[src/rtl/systolic_pkg.sv]
// ============================================================================
//  Module   : systolic_pkg
//  Purpose  : Shared FSM state encoding and sizing/slicing helpers for the
//             weight-stationary systolic array sequencer.
//  Revision : 1.0  initial release
// ============================================================================
`default_nettype none

package systolic_pkg;

  // Sequencer states, explicitly 3 bits wide.
  typedef enum logic [2:0] {
    IDLE   = 3'd0,
    LOAD   = 3'd1,
    STREAM = 3'd2,
    DRAIN  = 3'd3,
    DONE   = 3'd4
  } state_t;

  // LSB position of a lane inside a packed row of DATA_WIDTH-bit elements.
  function automatic int unsigned lane_lsb(input int unsigned lane, input int unsigned dw);
    return lane * dw;
  endfunction

  // Counter width able to hold max_count without wrapping.
  function automatic int unsigned ctr_width(input int unsigned max_count);
    return $clog2(max_count) + 1;
  endfunction

endpackage

`default_nettype wire

[src/rtl/systolic_skew.sv]
// ============================================================================
//  Module   : systolic_skew
//  Purpose  : Input skew stage for the systolic array. Lane i of the vector
//             is delayed by i cycles so that the diagonal wavefront lines up
//             with the array's PE pipeline. Lane 0 passes straight through.
//  Revision : 1.0  initial release
// ============================================================================
`default_nettype none

module systolic_skew
  import systolic_pkg::*;
#(
  parameter int ARRAY_SIZE = 8,
  parameter int DATA_WIDTH = 4
) (
  input  logic                             clk,
  input  logic                             reset,
  input  logic [ARRAY_SIZE*DATA_WIDTH-1:0] i_vec,
  output logic [ARRAY_SIZE*DATA_WIDTH-1:0] o_vec
);

  for (genvar i = 0; i < ARRAY_SIZE; i++) begin : g_lane
    if (i == 0) begin : g_pass
      assign o_vec[lane_lsb(i, DATA_WIDTH) +: DATA_WIDTH] = i_vec[lane_lsb(i, DATA_WIDTH) +: DATA_WIDTH];
    end else begin : g_delay
      logic [DATA_WIDTH-1:0] r_sr [i];

      // Lane shift register of depth i, cleared on reset.
      always_ff @(posedge clk or negedge reset) begin
        if (!reset) begin
          for (int j = 0; j < i; j++) r_sr[j] <= '0;
        end else begin
          r_sr[0] <= i_vec[lane_lsb(i, DATA_WIDTH) +: DATA_WIDTH];
          for (int j = 1; j < i; j++) r_sr[j] <= r_sr[j-1];
        end
      end

      assign o_vec[lane_lsb(i, DATA_WIDTH) +: DATA_WIDTH] = r_sr[i-1];
    end
  end

endmodule

`default_nettype wire

[src/rtl/systolic_ctrl.sv]
// ============================================================================
//  Module   : systolic_ctrl
//  Purpose  : Sequencer for an ARRAY_SIZE x ARRAY_SIZE weight-stationary
//             systolic array. Accepts ARRAY_SIZE weight rows, then num_vecs
//             activation vectors, drives the array and flags output rows.
//  Config   : SYSTOLIC_SKEW_EN - when defined, activations are skewed
//             internally (lane i delayed i cycles); otherwise upstream
//             supplies pre-skewed data and DRAIN is ARRAY_SIZE-1 shorter.
//  Revision : 1.0  initial release
// ============================================================================
`default_nettype none

module systolic_ctrl
  import systolic_pkg::*;
#(
  parameter int ARRAY_SIZE = 8,
  parameter int DATA_WIDTH = 4,
  parameter int OUT_LAT    = 2*ARRAY_SIZE-1,
  parameter int VEC_W      = 8
) (
  input  logic                             clk,
  input  logic                             reset,
  input  logic                             start,
  input  logic [VEC_W-1:0]                 num_vecs,
  input  logic                             w_valid,
  output logic                             w_ready,
  input  logic [ARRAY_SIZE*DATA_WIDTH-1:0] w_data,
  input  logic                             a_valid,
  output logic                             a_ready,
  input  logic [ARRAY_SIZE*DATA_WIDTH-1:0] a_data,
  output logic                             arr_load,
  output logic [ARRAY_SIZE*DATA_WIDTH-1:0] arr_weights,
  output logic [ARRAY_SIZE*DATA_WIDTH-1:0] arr_activations,
  output logic                             out_valid,
  output logic                             busy,
  output logic                             done
);

  localparam int c_row_w = ARRAY_SIZE * DATA_WIDTH;
`ifdef SYSTOLIC_SKEW_EN
  localparam int c_skew_extra = ARRAY_SIZE - 1;
`else
  localparam int c_skew_extra = 0;
`endif
  // DRAIN covers the register stage plus the full valid delay line, plus the
  // time the skew stage needs to flush its deepest lane.
  localparam int c_drain_len = OUT_LAT + 1 + c_skew_extra;
  localparam int c_wcnt_w    = ctr_width(ARRAY_SIZE);
  localparam int c_dcnt_w    = ctr_width(OUT_LAT + ARRAY_SIZE);

  state_t                r_state, w_state_next;
  logic [c_wcnt_w-1:0]   r_wcnt;
  logic [VEC_W-1:0]      r_vcnt;
  logic [VEC_W-1:0]      r_num_vecs;
  logic [c_dcnt_w-1:0]   r_dcnt;
  logic [OUT_LAT:0]      r_vld_pipe;
  logic                  w_row_beat, w_vec_beat;
  logic                  w_last_row, w_last_vec, w_drain_end;
  logic [c_row_w-1:0]    w_act_in, w_act_skewed;

  assign w_row_beat  = w_valid && w_ready;
  assign w_vec_beat  = a_valid && a_ready;
  assign w_last_row  = w_row_beat && (r_wcnt == c_wcnt_w'(ARRAY_SIZE - 1));
  assign w_last_vec  = w_vec_beat && (r_vcnt == (r_num_vecs - VEC_W'(1)));
  assign w_drain_end = (r_dcnt == c_dcnt_w'(c_drain_len - 1));

  // State register.
  always_ff @(posedge clk or negedge reset) begin
    if (!reset) r_state <= IDLE;
    else        r_state <= w_state_next;
  end

  // Next-state and handshake/status decode. busy is low in DONE so that it
  // falls in the same cycle done pulses.
  always_comb begin
    w_state_next = r_state;
    w_ready      = 1'b0;
    a_ready      = 1'b0;
    busy         = 1'b0;
    done         = 1'b0;
    case (r_state)
      IDLE:   if (start) w_state_next = LOAD;
      LOAD: begin
        w_ready = 1'b1;
        busy    = 1'b1;
        if (w_last_row) w_state_next = STREAM;
      end
      STREAM: begin
        a_ready = 1'b1;
        busy    = 1'b1;
        if (w_last_vec) w_state_next = DRAIN;
      end
      DRAIN: begin
        busy = 1'b1;
        if (w_drain_end) w_state_next = DONE;
      end
      DONE: begin
        done         = 1'b1;
        w_state_next = IDLE;
      end
      default: w_state_next = IDLE;
    endcase
  end

  // Job counters; num_vecs of zero is latched as one.
  always_ff @(posedge clk or negedge reset) begin
    if (!reset) begin
      r_wcnt     <= '0;
      r_vcnt     <= '0;
      r_dcnt     <= '0;
      r_num_vecs <= '0;
    end else if (r_state == IDLE) begin
      if (start) begin
        r_num_vecs <= (num_vecs == '0) ? VEC_W'(1) : num_vecs;
        r_wcnt     <= '0;
        r_vcnt     <= '0;
        r_dcnt     <= '0;
      end
    end else begin
      if (w_row_beat)         r_wcnt <= r_wcnt + c_wcnt_w'(1);
      if (w_vec_beat)         r_vcnt <= r_vcnt + VEC_W'(1);
      if (r_state == DRAIN)   r_dcnt <= r_dcnt + c_dcnt_w'(1);
    end
  end

  // Bubble cycles inject an all-zero vector.
  assign w_act_in = w_vec_beat ? a_data : '0;

`ifdef SYSTOLIC_SKEW_EN
  systolic_skew #(
    .ARRAY_SIZE (ARRAY_SIZE),
    .DATA_WIDTH (DATA_WIDTH)
  ) u_skew (
    .clk   (clk),
    .reset (reset),
    .i_vec (w_act_in),
    .o_vec (w_act_skewed)
  );
`else
  assign w_act_skewed = w_act_in;
`endif

  // Registered array-side outputs and the output-row valid delay line.
  always_ff @(posedge clk or negedge reset) begin
    if (!reset) begin
      arr_load        <= 1'b0;
      arr_weights     <= '0;
      arr_activations <= '0;
      r_vld_pipe      <= '0;
    end else begin
      arr_load        <= w_row_beat;
      arr_weights     <= w_row_beat ? w_data : '0;
      arr_activations <= w_act_skewed;
      r_vld_pipe      <= {r_vld_pipe[OUT_LAT-1:0], w_vec_beat};
    end
  end

  // Stage 0 aligns with arr_activations; the tap sits OUT_LAT cycles later.
  assign out_valid = r_vld_pipe[OUT_LAT];

endmodule

`default_nettype wire

[config.mk]
export PLATFORM = sky130hd
export DESIGN_NAME = systolic_ctrl
export DESIGN_NICKNAME = d
export VERILOG_FILES = /design/src/rtl/systolic_pkg.sv /design/src/rtl/systolic_skew.sv /design/src/rtl/systolic_ctrl.sv
export SDC_FILE = /design/constraint.sdc
export NUM_CORES = 1
export LEC_CHECK = 0
export ABC_AREA = 1
export CAP_MARGIN = 10
export CELL_PAD_IN_SITES_DETAIL_PLACEMENT = 0
export CELL_PAD_IN_SITES_GLOBAL_PLACEMENT = 1
export CORE_MARGIN = 3
export CORE_UTILIZATION = 37
export CTS_BUF_LIST = sky130_fd_sc_hd__clkbuf_4
export CTS_CLUSTER_SIZE = 40
export DETAILED_ROUTE_END_ITERATION = 8
export GPL_TIMING_DRIVEN = 0
export PLACE_DENSITY = 0.91
export SYNTH_ARGS = -nofsm -noshare
export SYNTH_HDL_FRONTEND = slang
export SYNTH_SLANG_ARGS = --single-unit
[constraint.sdc]
create_clock -name clk -period 3.33 [get_ports clk]
set_clock_uncertainty 0.2 [all_clocks]
set_input_delay 0.666 -clock clk [delete_from_list [all_inputs] [get_ports clk]]
set_output_delay 0.666 -clock clk [all_outputs]
set_load 0.01 [all_outputs]
== Word level (Yosys, flattened, before mapping) ==
Cells that the tools add are included.
W data, S select, Z words.
Word-level totals
  bits in registers: 110
  bits in latches: 0
  memory bits (writable): 0
  ROM bits: 0
  input port bits: 77
  output and inout bits: 70
  word-level logic and storage cells: 60
  memories: 0
Operators by class
  add/subtract/negate cells: 4
  $mul: 0
  div/mod/pow operators: 0
  magnitude comparators: 0
  eq/ne operators: 11
  shift-type cells: 0
  mux-type cells: 21
  bitwise gates (word level): 0
  reduce and logical (&&, ||, !) cells: 15
Operators with widths (number)
  $mux W32: 2
  $mux W8: 4
  $mux W6: 3
  $mux W3: 4
  $mux W4: 3
  $pmux W3 S4: 1
  $add A8 B1 Y8 const B: 1
  $eq A8 B8 Y1: 1
  $logic_not A8 Y1: 1
  $ne A2 B2 Y1 const B: 4
  $reduce_and A2 Y1: 4
  $sub A8 B1 Y8 const B: 1
  $add A6 B1 Y6 const B: 1
  $eq A3 B2 Y1 const B: 2
  $eq A6 B4 Y1 const B: 1
  $reduce_bool A2 Y1: 3
  $add A4 B1 Y4 const B: 1
  $eq A4 B3 Y1 const B: 1
  $logic_and A1 B1 Y1: 4
  $mux W1: 4
  $reduce_and A4 Y1: 1
  $eq A3 B1 Y1 const B: 1
  $eq A3 B3 Y1 const B: 1
  $logic_not A3 Y1: 1
  $reduce_or A3 Y1: 1

== Logic depth before layout (Yosys ltp) ==
Gate-level depths: netlist (run 1).
  word-level depth: 6
  depth in mapped cells: 13
  depth with buffers taken out: 13

== Worst setup path after synthesis (run 1) ==
No wires, ideal clock.
  path kind: reg-to-reg
  from: reg r_state[1]
  to: reg r_state[1]
  setup time: 113 ps
  data arrival time: 1444 ps
  required time: 3017 ps
  setup slack: 1574 ps
  cell stages (with the launch flop): 10
  path buffers: 1
  period minus slack after synthesis: 1756 ps
  cells stage by stage: dfrtp_1 buf_2 nor3_4 nand2_2 o21ai_2 o21ai_2 nor2_2 nand3b_1 nand2_1 inv_1
On the way
  word-level cells in the longest chain between the ends: 6
  elaborated cells between the ends (all ways): 16
  classes of those cells: 7 x eq/ne; 3 x mux; 6 x reduce/logical
Ends and longest elaborated chain
  start, declared: RTL line systolic_ctrl.sv:51  | state_t r_state, w_state_next;
  start signal, assigned: RTL line systolic_ctrl.sv:70  | else r_state <= w_state_next;
  $eq A3 B1 Y1: RTL line systolic_ctrl.sv:81  | case (r_state)
  $mux W1: RTL line systolic_ctrl.sv:81
  via w_ready: RTL line systolic_ctrl.sv:26  | output logic w_ready,
  $logic_and A1 B1 Y1: RTL line systolic_ctrl.sv:61  | assign w_row_beat = w_valid && w_ready;
  $logic_and A1 B1 Y1: RTL line systolic_ctrl.sv:63  | assign w_last_row = w_row_beat && (r_wcnt == c_wcnt_w'(ARRAY_SIZE - 1));
  $ne A2 B2 Y1 (no line)
  $reduce_and A4 Y1 (no line)
The timed path passes the listed nets, and every way through them passes these cells.
A chain may end at the register's enable or synchronous reset.

== Final worst setup path (run 1) ==
  from: reg r_state[1]
  to: out w_ready
On the way
  word-level cells in the longest chain between the ends: 2
Ends and longest elaborated chain (RTL line)
  $eq A3 B1 Y1: systolic_ctrl.sv:81
  $mux W1: systolic_ctrl.sv:81
  end, declared: systolic_ctrl.sv:26
Every way passes these cells.

==> out/metrics.csv, run 1 <==
stage,metric,value,unit
synth,ys.warnings.count,0,
sta,finalSetupViolCount,0,
global_routing,grt_use_total,16.2,%
routing,drc,0,
synth,avgSynthCellArea,9.34,um^2
synth,syn-cell-area,4260,um^2
clocking,cts_buffers,9,
synth,synth.distinct_cells,27,
global_routing,first_global_vias,3392,
sta,hold_viol,0,
synth,synth-edff-count,0,
layout,synthToLayoutAreaGrowth,42.4,%
layout,layout_common_cells,"145 x clkdlybuf4s50_1, 110 x dfrtp_1, 104 x inv_1",
status,outcome,finished clean,
critical_path,worst_r2r_path_depth,8,
clocking,post_cts_buffers,0,
synth,syn_nets,537,
critical_path,required,2460,ps
sta,slew_viol_final,0,
sta,relSlewSlack,50.9,%
clocking,cts_num_sinks,110,
synth,yosysSeqAreaShare,64.6,%
placement,io_buffers,146,
clocking,path_clk_slew,170,ps
routing,vias,3318,
critical_path,worstPathCellList,buf_2 -> nor3_4 -> clkdlybuf4s50_1,
die,die_h,113,um
sta,fin_crit_sh,84.2,%
clocking,cts_tree,built,
layout,drive_above_1_share,5.65,%
global_routing,grt_pass1_wl,16500,um
power_and_ir_drop,leakagePower,3.16,nW
die,dieArea,12800,um^2
critical_path,cp.arrival,1940,ps
clocking,post_cts_resized,0,
power_and_ir_drop,p_int,2.51,mW
placement,hpwl,7550,um
layout,fin_util,55.0,%
sta,fmax,357,MHz
critical_path,cp_num_cells,3,
power_and_ir_drop,combPwrFrac,36.1,%
die,start_util,38.6,%
routing,firstDrtPassIters,4,
clocking,clk_latency,450,ps
routing,wirelength,9770,um
layout,regArea,2750,um^2
sta,fin_crit,2800,ps
global_routing,antenna_found_initial,0,
worst_hold_path,hold_path_class,in -> async,
routing,drt_iter0_markers,163,
synth,synth_ff_type,dfrtp_1,
critical_path,cp_slowest_cell,clkdlybuf4s50_1,
power_and_ir_drop,powerDensity,641,nW/um^2
power_and_ir_drop,p_sw,1.38,mW
sta,rsz0062_at_grt,no,
synth,synth.top_cell.area_share,64.6,%
sta,worst_pin_slew,737,ps
synth,yosys-top-cells-area,"dfrtp_1 65%, inv_1 9.2%, nor2_1 8.1%, nand2_1 5.3%, nand3_1 2.1%",
power_and_ir_drop,power_frac_seq,46.5,%
power_and_ir_drop,ir_drop,336,uV
critical_path,path_class,reg -> out,
layout,layout_commonest_cell,clkdlybuf4s50_1,
critical_path,cp_top_family,buffers and inverters,
synth,netlist_instances,456,
clocking,h-tree-depth,3,
critical_path,end_kind,output pin,
die,ios,147,
critical_path,cp-start-kind,flip-flop,
die,placeableCoreArea,11000,um^2
layout,final_nets,695,
routing,viasPerCell,4.37,
power_and_ir_drop,netSwitchingFraction,35.4,%
layout,n_antenna_cell,0,
clocking,cts_root_buffer,clkbuf_4,
layout,final.fill_count,972,
placement,gp_congestion,0.820,
die,rows,38,
clocking,holdBufCountCts,0,
global_routing,grt_max_degree,59,
critical_path,cp_num_buf_inv,2,
layout,multi_input_area,1070,um^2
clocking,clock_path_buffers,2,
routing,antenna_left,0,
job,cap_violations,0,
synth,ys_ff_latch,110,
synth,yosysTopAreaCell,dfrtp_1,
sta,setup-tns-final,0,ps
synth,async_flop_share,100,%
power_and_ir_drop,p_clk_share,17.4,%
routing,routedWlPerCell,12.9,um
critical_path,slowest_delay,610,ps
global_routing,grt-ovfl-total,0,
die,die_w,113,um
critical_path,cp_max_fo,8,
-- power by group through the flow --
| stage | registers, mW | clock network (mW) | logic (mW) |
|---|---|---|---|
| detailed placement | 1.84 | 0 | 1.43 |
| finish | 1.81 | 0.677 | 1.40 |
| floorplan | 1.87 | 0 | 0.726 |
| global route | 1.85 | 0.757 | 1.60 |
| global placement | 1.82 | 0 | 1.39 |
| CTS | 1.81 | 0.708 | 1.43 |
-- cells in the mapped netlist, types with 2 or more instances --
cell	n
dfrtp_1	110
inv_1	104
nor2_1	92
nand2_1	60
nand3_1	18
o21ai_0	18
a21oi_1	10
ha_1	4
nor3_1	4
buf_1	3
buf_2	3
clkbuf_1	3
nand2_2	3
nand4_1	3
nor2_2	3
xor2_1	3
inv_2	2
nand3_2	2
o21ai_2	2
xnor2_1	2
-- cell type report --
| class | instances | area share, % |
|---|---|---|
| sequential | 110 | 45.4 |
| timing repair buffer | 147 | 24.5 |
| multi-input combinational | 231 | 17.6 |
| inverter | 106 | 6.56 |
| tap | 140 | 2.89 |
| clock buffer | 10 | 1.24 |
| clock inverter | 6 | 1.11 |
| buffer | 9 | 0.619 |
-- state kept, by name, summed over array words and instances, names as in the netlist --
register and count:
arr_activations 32, arr_weights 32, r_vld_pipe 16, r_num_vecs 8
r_vcnt 8, r_dcnt 6, r_wcnt 4, r_state 3
arr_load 1
-- logic make-up (layout without fill, tap and decap cells) --
kind of cell    count (synthesis)  count (layout)  synth area share [%]
compound gates                 32              32                  4.11
xor+xnor                        5               5                  1.03
fa+ha+maj                       4               4                  1.18
buf+inv                       115             278                  10.2
flops                         110             110                  64.6
simple gates                  190             190                  18.8
-- final timing paths --
path	slack [ps]	start	to
max	530	r_state[1]	w_ready
min	30	reset	arr_weights[21]
max reg2reg	1320	r_state[2]	r_vcnt[6]
min reg2reg	150	r_vld_pipe[9]	r_vld_pipe[10]
max in group asynchronous	2190	reset	r_vcnt[1]
min in group clk	150	r_vld_pipe[9]	r_vld_pipe[10]
-- per-layer routing --
layer  track usage [%]  wire, um  vias to the layer above
li1                  -         -                     1659
met1              20.5      4280                     1532
met2              27.4      4610                      117
met3              4.06       743                       10
met4              5.29       131                        0
met5                 0         0                        -
-- worst reg2reg max path: stages, from the launching register on --
cell and delay, ps:
dfrtp_1 490, nor2_1 190, nand3_2 250, nand2_2 190
nand3_1 130, nor2_1 160, nand2_1 90, o21ai_0 160
a21oi_1 60
-- through the flow --
step	cells	hold slack (ps)	area (um^2)	setup WS, ps	total power [mW]
2_1_floorplan	456	131	4260	1570	2.60
3_5_place_dp	743	136	5920	814	3.26
6_report	759	25.8	6060	526	3.89
4_1_cts	759	23.3	6060	461	3.95
5_1_grt	759	40.5	6060	423	4.21
3_3_place_gp	742	132	5890	-2580	3.22
Power figures use the tool's default switching activity.
==> run 2: changes to the inputs <==
--- a/config.mk
+++ b/config.mk
@@ -10,12 +10,12 @@
 export CELL_PAD_IN_SITES_DETAIL_PLACEMENT = 0
 export CELL_PAD_IN_SITES_GLOBAL_PLACEMENT = 1
 export CORE_MARGIN = 3
-export CORE_UTILIZATION = 37
+export CORE_UTILIZATION = 34
 export CTS_BUF_LIST = sky130_fd_sc_hd__clkbuf_4
 export CTS_CLUSTER_SIZE = 40
 export DETAILED_ROUTE_END_ITERATION = 8
 export GPL_TIMING_DRIVEN = 0
-export PLACE_DENSITY = 0.91
+export PLACE_DENSITY = 0.85
 export SYNTH_ARGS = -nofsm -noshare
 export SYNTH_HDL_FRONTEND = slang
 export SYNTH_SLANG_ARGS = --single-unit
==> constraint.sdc (replaced) <==
create_clock -name clk -period 2.9 [get_ports clk]
set_clock_uncertainty 0.2 [all_clocks]
set_input_delay 0.58 -clock clk [delete_from_list [all_inputs] [get_ports clk]]
set_output_delay 0.58 -clock clk [all_outputs]
set_load 0.01 [all_outputs]
==> run 2 against run 1 <==
  * Global-route usage decreased by 1.7 points
  * First-iteration DRC count rose by 24%
  * Critical path depth did not move
  * Register-to-register slack lost 450 ps
  * Worst setup slack worse by 380 ps
  * Non-clock buffer count grew 1
  * Power is 14% higher
  * Critical path type unchanged
  * Critical endpoint unchanged
  * Largest power group unchanged
  * Highest routed layer unchanged
==> out/metrics.csv, run 2 (same netlist as run 1, synthesis figures left out) <==
stage,metric,value,unit
sta,fmax,363,MHz
routing,firstDrtPassIters,4,
critical_path,required,2120,ps
critical_path,endpoint,w_ready,
global_routing,first_global_vias,3421,
layout,final.fill_count,1134,
routing,routedWlPerCell,12.0,um
critical_path,reg2reg_to,r_vcnt[6],
critical_path,cp_slowest_cell,clkdlybuf4s50_1,
global_routing,antenna_found_initial,0,
die,start_util,35.2,%
layout,drive_above_1_share,5.65,%
clocking,cts_num_sinks,110,
sta,fin_crit,2750,ps
clocking,post_cts_resized,0,
die,die_h,118,um
critical_path,cp_max_fo,8,
die,die_w,118,um
clocking,cts_tree,built,
placement,preCtsSetupSlack,491,ps
clocking,clk_latency,480,ps
die,placeableCoreArea,12100,um^2
critical_path,path_class,reg -> out,
die,ios,147,
layout,synthToLayoutAreaGrowth,43.4,%
clocking,clock_path_buffers,2,
sta,relSlewSlack,55.8,%
placement,gp_congestion,0.817,
power_and_ir_drop,ir_drop,409,uV
clocking,cts_buffers,9,
clocking,h-tree-depth,3,
sta,hold_viol,0,
critical_path,startpoint,r_state[1],
routing,viasPerCell,4.27,
clocking,holdBufCountCts,1,
global_routing,grt_max_degree,61,
global_routing,grt_use_total,14.5,%
placement,dp_cells,771,
clocking,path_clk_slew,180,ps
critical_path,cp_num_cells,3,
power_and_ir_drop,powerDensity,728,nW/um^2
die,rows,40,
global_routing,grt-ovfl-total,0,
critical_path,worst_r2r_path_depth,8,
routing,vias,3362,
sta,worst_pin_slew,664,ps
layout,n_antenna_cell,0,
sta,rsz0062_at_grt,no,
routing,wirelength,9490,um
critical_path,worstPathCellList,buf_2 -> nor3_4 -> clkdlybuf4s50_1,
routing,drc,0,
critical_path,cp_num_buf_inv,2,
routing,drt_iter0_markers,202,
sta,setup_ws,147,ps
critical_path,worst-r2r-setup-slack,870,ps
status,outcome,finished clean,
sta,setup-tns-final,0,ps
sta,fin_crit_sh,94.9,%
placement,hpwl,7240,um
clocking,post_cts_buffers,0,
critical_path,slowest_delay,620,ps
layout,final_nets,696,
layout,final_cells,788,
sta,hold_slack,165,ps
placement,io_buffers,146,
die,dieArea,13900,um^2
clocking,cts_root_buffer,clkbuf_4,
critical_path,cp_top_family,buffers and inverters,
critical_path,cp.arrival,1970,ps
critical_path,timing.rr.start,r_state[0],
sta,finalSetupViolCount,0,
worst_hold_path,hold_path_class,reg -> reg,
layout,largestRegisters,"arr_activations (32), arr_weights (32), r_vld_pipe (16)",
critical_path,cp-start-kind,flip-flop,
job,cap_violations,0,
layout,layout_commonest_cell,clkdlybuf4s50_1,
critical_path,end_kind,output pin,
sta,slew_viol_final,0,
power_and_ir_drop,leakagePower,3.17,nW
layout,layout_common_cells,"145 x clkdlybuf4s50_1, 110 x dfrtp_1, 104 x inv_1",
routing,antenna_left,0,
global_routing,grt_pass1_wl,16300,um
power_and_ir_drop,total_power,4.45,mW
run 2: cell types whose count changed in the layout (fill, tap and decap cells not counted):
cell / change
clkbuf_4: -1
bufinv_16: -1
inv_6: +1
clkinv_8: +2
clkinvlp_4: -2
inv_8: +1
dlygate4sd3_1: +1
run 2: layout make-up:
cell class,count,area (um^2),share of cell area (%)
flip-flops and latches,110,2750,45.1
repair buffers,148,1500,24.5
multi-input cells,231,1070,17.5
inverters,106,398,6.52
well taps,168,210,3.44
clock inverters,7,75.1,1.23
clock buffers,9,67.6,1.11
plain buffers,9,37.5,0.615
run 2: worst reg2reg max path, stage by stage (launching register included):
cell	delay (ps)
dfrtp_1	480
nor2_1	210
nand3_2	240
nand2_2	190
nand3_1	130
nor2_1	190
nand2_1	90
o21ai_0	160
a21oi_1	60
run 2: where the power goes:
group / switching (mW) / internal, mW
clock: 0.556 / 0.205
sequential: 0.199 / 1.87
combinational: 0.884 / 0.730
run 2: through the flow:
stage	area, um^2	utilization, %
6_report	6110	50.4
3_5_place_dp	5950	49.2
5_1_grt	6110	50.4
3_3_place_gp	5930	49.0
4_1_cts	6110	50.4
2_1_floorplan	4260	-
run 2: worst min-delay path by stage:
stage / start / endpoint / cells after the start
3_3_place_gp: r_vld_pipe[9] / r_vld_pipe[10] / 0
6_report: r_vld_pipe[13] / r_vld_pipe[14] / 0
2_1_floorplan: reset / arr_activations[0] / 0
3_5_place_dp: r_vld_pipe[10] / r_vld_pipe[11] / 0
5_1_grt: r_vld_pipe[4] / r_vld_pipe[5] / 0
4_1_cts: r_vld_pipe[11] / r_vld_pipe[12] / 0
run 2: routing by layer:
metal,vias up,wire [um],part of all wire [%],track usage (%)
li1,1670,-,-,-
met1,1572,4020,42,17.8
met2,106,4700,50,25.0
met3,14,623,6.6,3.51
met4,0,146,1.5,5.13
met5,-,0,0,0
==> run 3: changes to the inputs <==
--- a/config.mk
+++ b/config.mk
@@ -16,6 +16,8 @@
 export DETAILED_ROUTE_END_ITERATION = 8
 export GPL_TIMING_DRIVEN = 0
 export PLACE_DENSITY = 0.85
+export RECOVER_POWER = 25
 export SYNTH_ARGS = -nofsm -noshare
 export SYNTH_HDL_FRONTEND = slang
+export SYNTH_HIERARCHICAL = 1
 export SYNTH_SLANG_ARGS = --single-unit
==> run 3 against run 2 <==
  * Wire length up 0.12%
  * Via count about the same
  * Clock-buffer cell count unchanged
  * Power down 0.18%
  * Die area unchanged
  * Worst hold slack better by 0.57 ps
  * Synthesized cell count unchanged
  * Clock power about the same
  * Final area down 0.20%
  * Critical path type unchanged
  * Critical endpoint unchanged
  * Largest cell class unchanged
  * Largest power group unchanged
==> out/metrics.csv, run 3 <==
stage,metric,value,unit
critical_path,reg2reg_to,r_vcnt[6],
placement,gp_congestion,0.817,
placement,place_area,5950,um^2
global_routing,antenna_found_initial,0,
global_routing,grt-ovfl-total,0,
layout,multi_input_area,1060,um^2
clocking,cts_buffers,9,
sta,rsz0062_at_grt,no,
clocking,h-tree-depth,3,
die,dieArea,13900,um^2
die,start_util,35.2,%
status,outcome,finished clean,
sta,hold_viol,0,
layout,regArea,2750,um^2
worst_hold_path,hold_start,r_vld_pipe[13],
layout,final_nets,696,
routing,firstDrtPassIters,4,
die,placeableCoreArea,12100,um^2
routing,vias,3364,
clocking,cts_root_buffer,clkbuf_4,
die,ios,147,
layout,layout_common_cells,"145 x clkdlybuf4s50_1, 110 x dfrtp_1, 104 x inv_1",
synth,yosysSeqAreaShare,64.6,%
layout,final_cell_area,6090,um^2
power_and_ir_drop,total_power,4.44,mW
die,die_w,118,um
clocking,cts_num_sinks,110,
global_routing,grt_use_total,14.5,%
critical_path,cp_slowest_cell,clkdlybuf4s50_1,
power_and_ir_drop,leakagePower,3.17,nW
synth,yosys-top-cells-area,"dfrtp_1 65%, inv_1 9.2%, nor2_1 8.1%, nand2_1 5.3%, nand3_1 2.1%",
synth,synth-edff-count,0,
sta,slew_viol_final,0,
die,die_h,118,um
placement,dp_cells,771,
placement,hpwl,7240,um
placement,preCtsSetupSlack,491,ps
sta,finalSetupViolCount,0,
synth,syn_nets,537,
critical_path,path_class,reg -> out,
layout,largestRegisters,"arr_activations (32), arr_weights (32), r_vld_pipe (16)",
clocking,post_cts_resized,0,
layout,synthToLayoutAreaGrowth,43.1,%
power_and_ir_drop,ir_drop,408,uV
clocking,path_clk_slew,180,ps
clocking,cts_tree,built,
routing,routedWlPerCell,12.1,um
routing,viasPerCell,4.27,
clocking,clk_latency,480,ps
global_routing,first_global_vias,3421,
synth,synth_ff_type,dfrtp_1,
sta,fin_crit,2730,ps
critical_path,end_kind,output pin,
job,cap_violations,0,
clocking,post_cts_buffers,0,
synth,avgSynthCellArea,9.34,um^2
synth,async_flop_share,100,%
sta,fmax,366,MHz
routing,drt_iter0_markers,206,
synth,yosysTopAreaCell,dfrtp_1,
synth,synth_commonest_cells,"110 x dfrtp_1, 104 x inv_1, 92 x nor2_1",
routing,wirelength,9500,um
synth,syn-cell-area,4260,um^2
critical_path,cp-start-kind,flip-flop,
die,rows,40,
sta,fin_crit_sh,94.1,%
synth,ys.warnings.count,6,
layout,final_cells,788,
critical_path,slowest_delay,610,ps
synth,ys_ff_latch,110,
critical_path,cp.arrival,1950,ps
worst_hold_path,hold_depth,0,
critical_path,worst_r2r_path_depth,8,
sta,setup-tns-final,0,ps
critical_path,cp_max_fo,8,
routing,antenna_left,0,
global_routing,grt_max_degree,61,
synth,netlist_instances,456,
placement,io_buffers,146,
global_routing,grt_pass1_wl,16300,um
power_and_ir_drop,powerDensity,728,nW/um^2
sta,worst_pin_slew,1310,ps
critical_path,timing.rr.start,r_state[0],
clocking,clock_path_buffers,2,
synth,synth.top_cell.area_share,64.6,%
worst_hold_path,hold_path_class,reg -> reg,
sta,setup_ws,171,ps
layout,layout_commonest_cell,clkdlybuf4s50_1,
routing,drc,0,
synth,synth_most_common_cell,dfrtp_1,
layout,drive_above_1_share,5.16,%
sta,relSlewSlack,12.8,%
critical_path,worstPathCellList,buf_2 -> nor3_4 -> clkdlybuf4s50_1,
worst_hold_path,hold_path_end,r_vld_pipe[14],
layout,final.fill_count,1138,
critical_path,required,2120,ps
synth,synth.distinct_cells,27,
critical_path,worst-r2r-setup-slack,680,ps
layout,n_antenna_cell,0,
## run 3: how the worst max path moves through the flow
stage	startpoint	to	slack, ps
6_report	r_state[1]	w_ready	170
5_1_grt	r_state[0]	a_ready	70
4_1_cts	r_state[1]	w_ready	110
3_5_place_dp	start	r_vcnt[6]	490
3_3_place_gp	reset	r_num_vecs[4]	-2990
2_1_floorplan	r_state[1]	r_state[1]	1140
## run 3: worst max-delay path: cells and delay by family (launching register included)
kind          cells  cell delay, ps
flops             1             390
simple gates      1             290
buf+inv           2             780
## run 3: timing repair
action                                 4_1_cts  5_1_grt
endpoints found under the hold margin       50        0
setup endpoints to repair                    0        0
hold buffers                                 1        0
## run 3: report_power, final
part           internal (mW)  switching (mW)
Combinational          0.727           0.878
Sequential              1.87           0.199
Clock                  0.205           0.556
## run 3: final cells by class
| type | instances | area share, % |
|---|---|---|
| multi-input cells | 231 | 17.4 |
| well taps | 168 | 3.45 |
| clock buffers | 9 | 1.11 |
| flip-flops and latches | 110 | 45.2 |
| clock inverters | 7 | 1.23 |
| plain buffers | 9 | 0.616 |
| inverters | 106 | 6.53 |
| repair buffers | 148 | 24.5 |
## run 3: per-stage QoR
| step | utilization (%) | hold slack (ps) |
|---|---|---|
| 4_1_cts | 50.4 | 174 |
| 6_report | 50.3 | 166 |
| 3_3_place_gp | 49.0 | 133 |
| 5_1_grt | 50.3 | 184 |
| 3_5_place_dp | 49.2 | 135 |
| 2_1_floorplan | - | 84.4 |
## run 3: kinds of logic after synthesis
group           share of synthesized area [%]
flops                                    64.6
xor+xnor                                 1.03
compound gates                           4.11
buf+inv                                  10.2
simple gates                             18.8
fa+ha+maj                                1.18
## run 3: layer usage
layer | vias up | global-route usage [%] | wire length [um]
met3 | 14 | 3.51 | 577
met5 | - | 0 | 0
met2 | 105 | 25.0 | 4710
met1 | 1577 | 17.8 | 4070
li1 | 1668 | - | -
met4 | 0 | 5.13 | 146
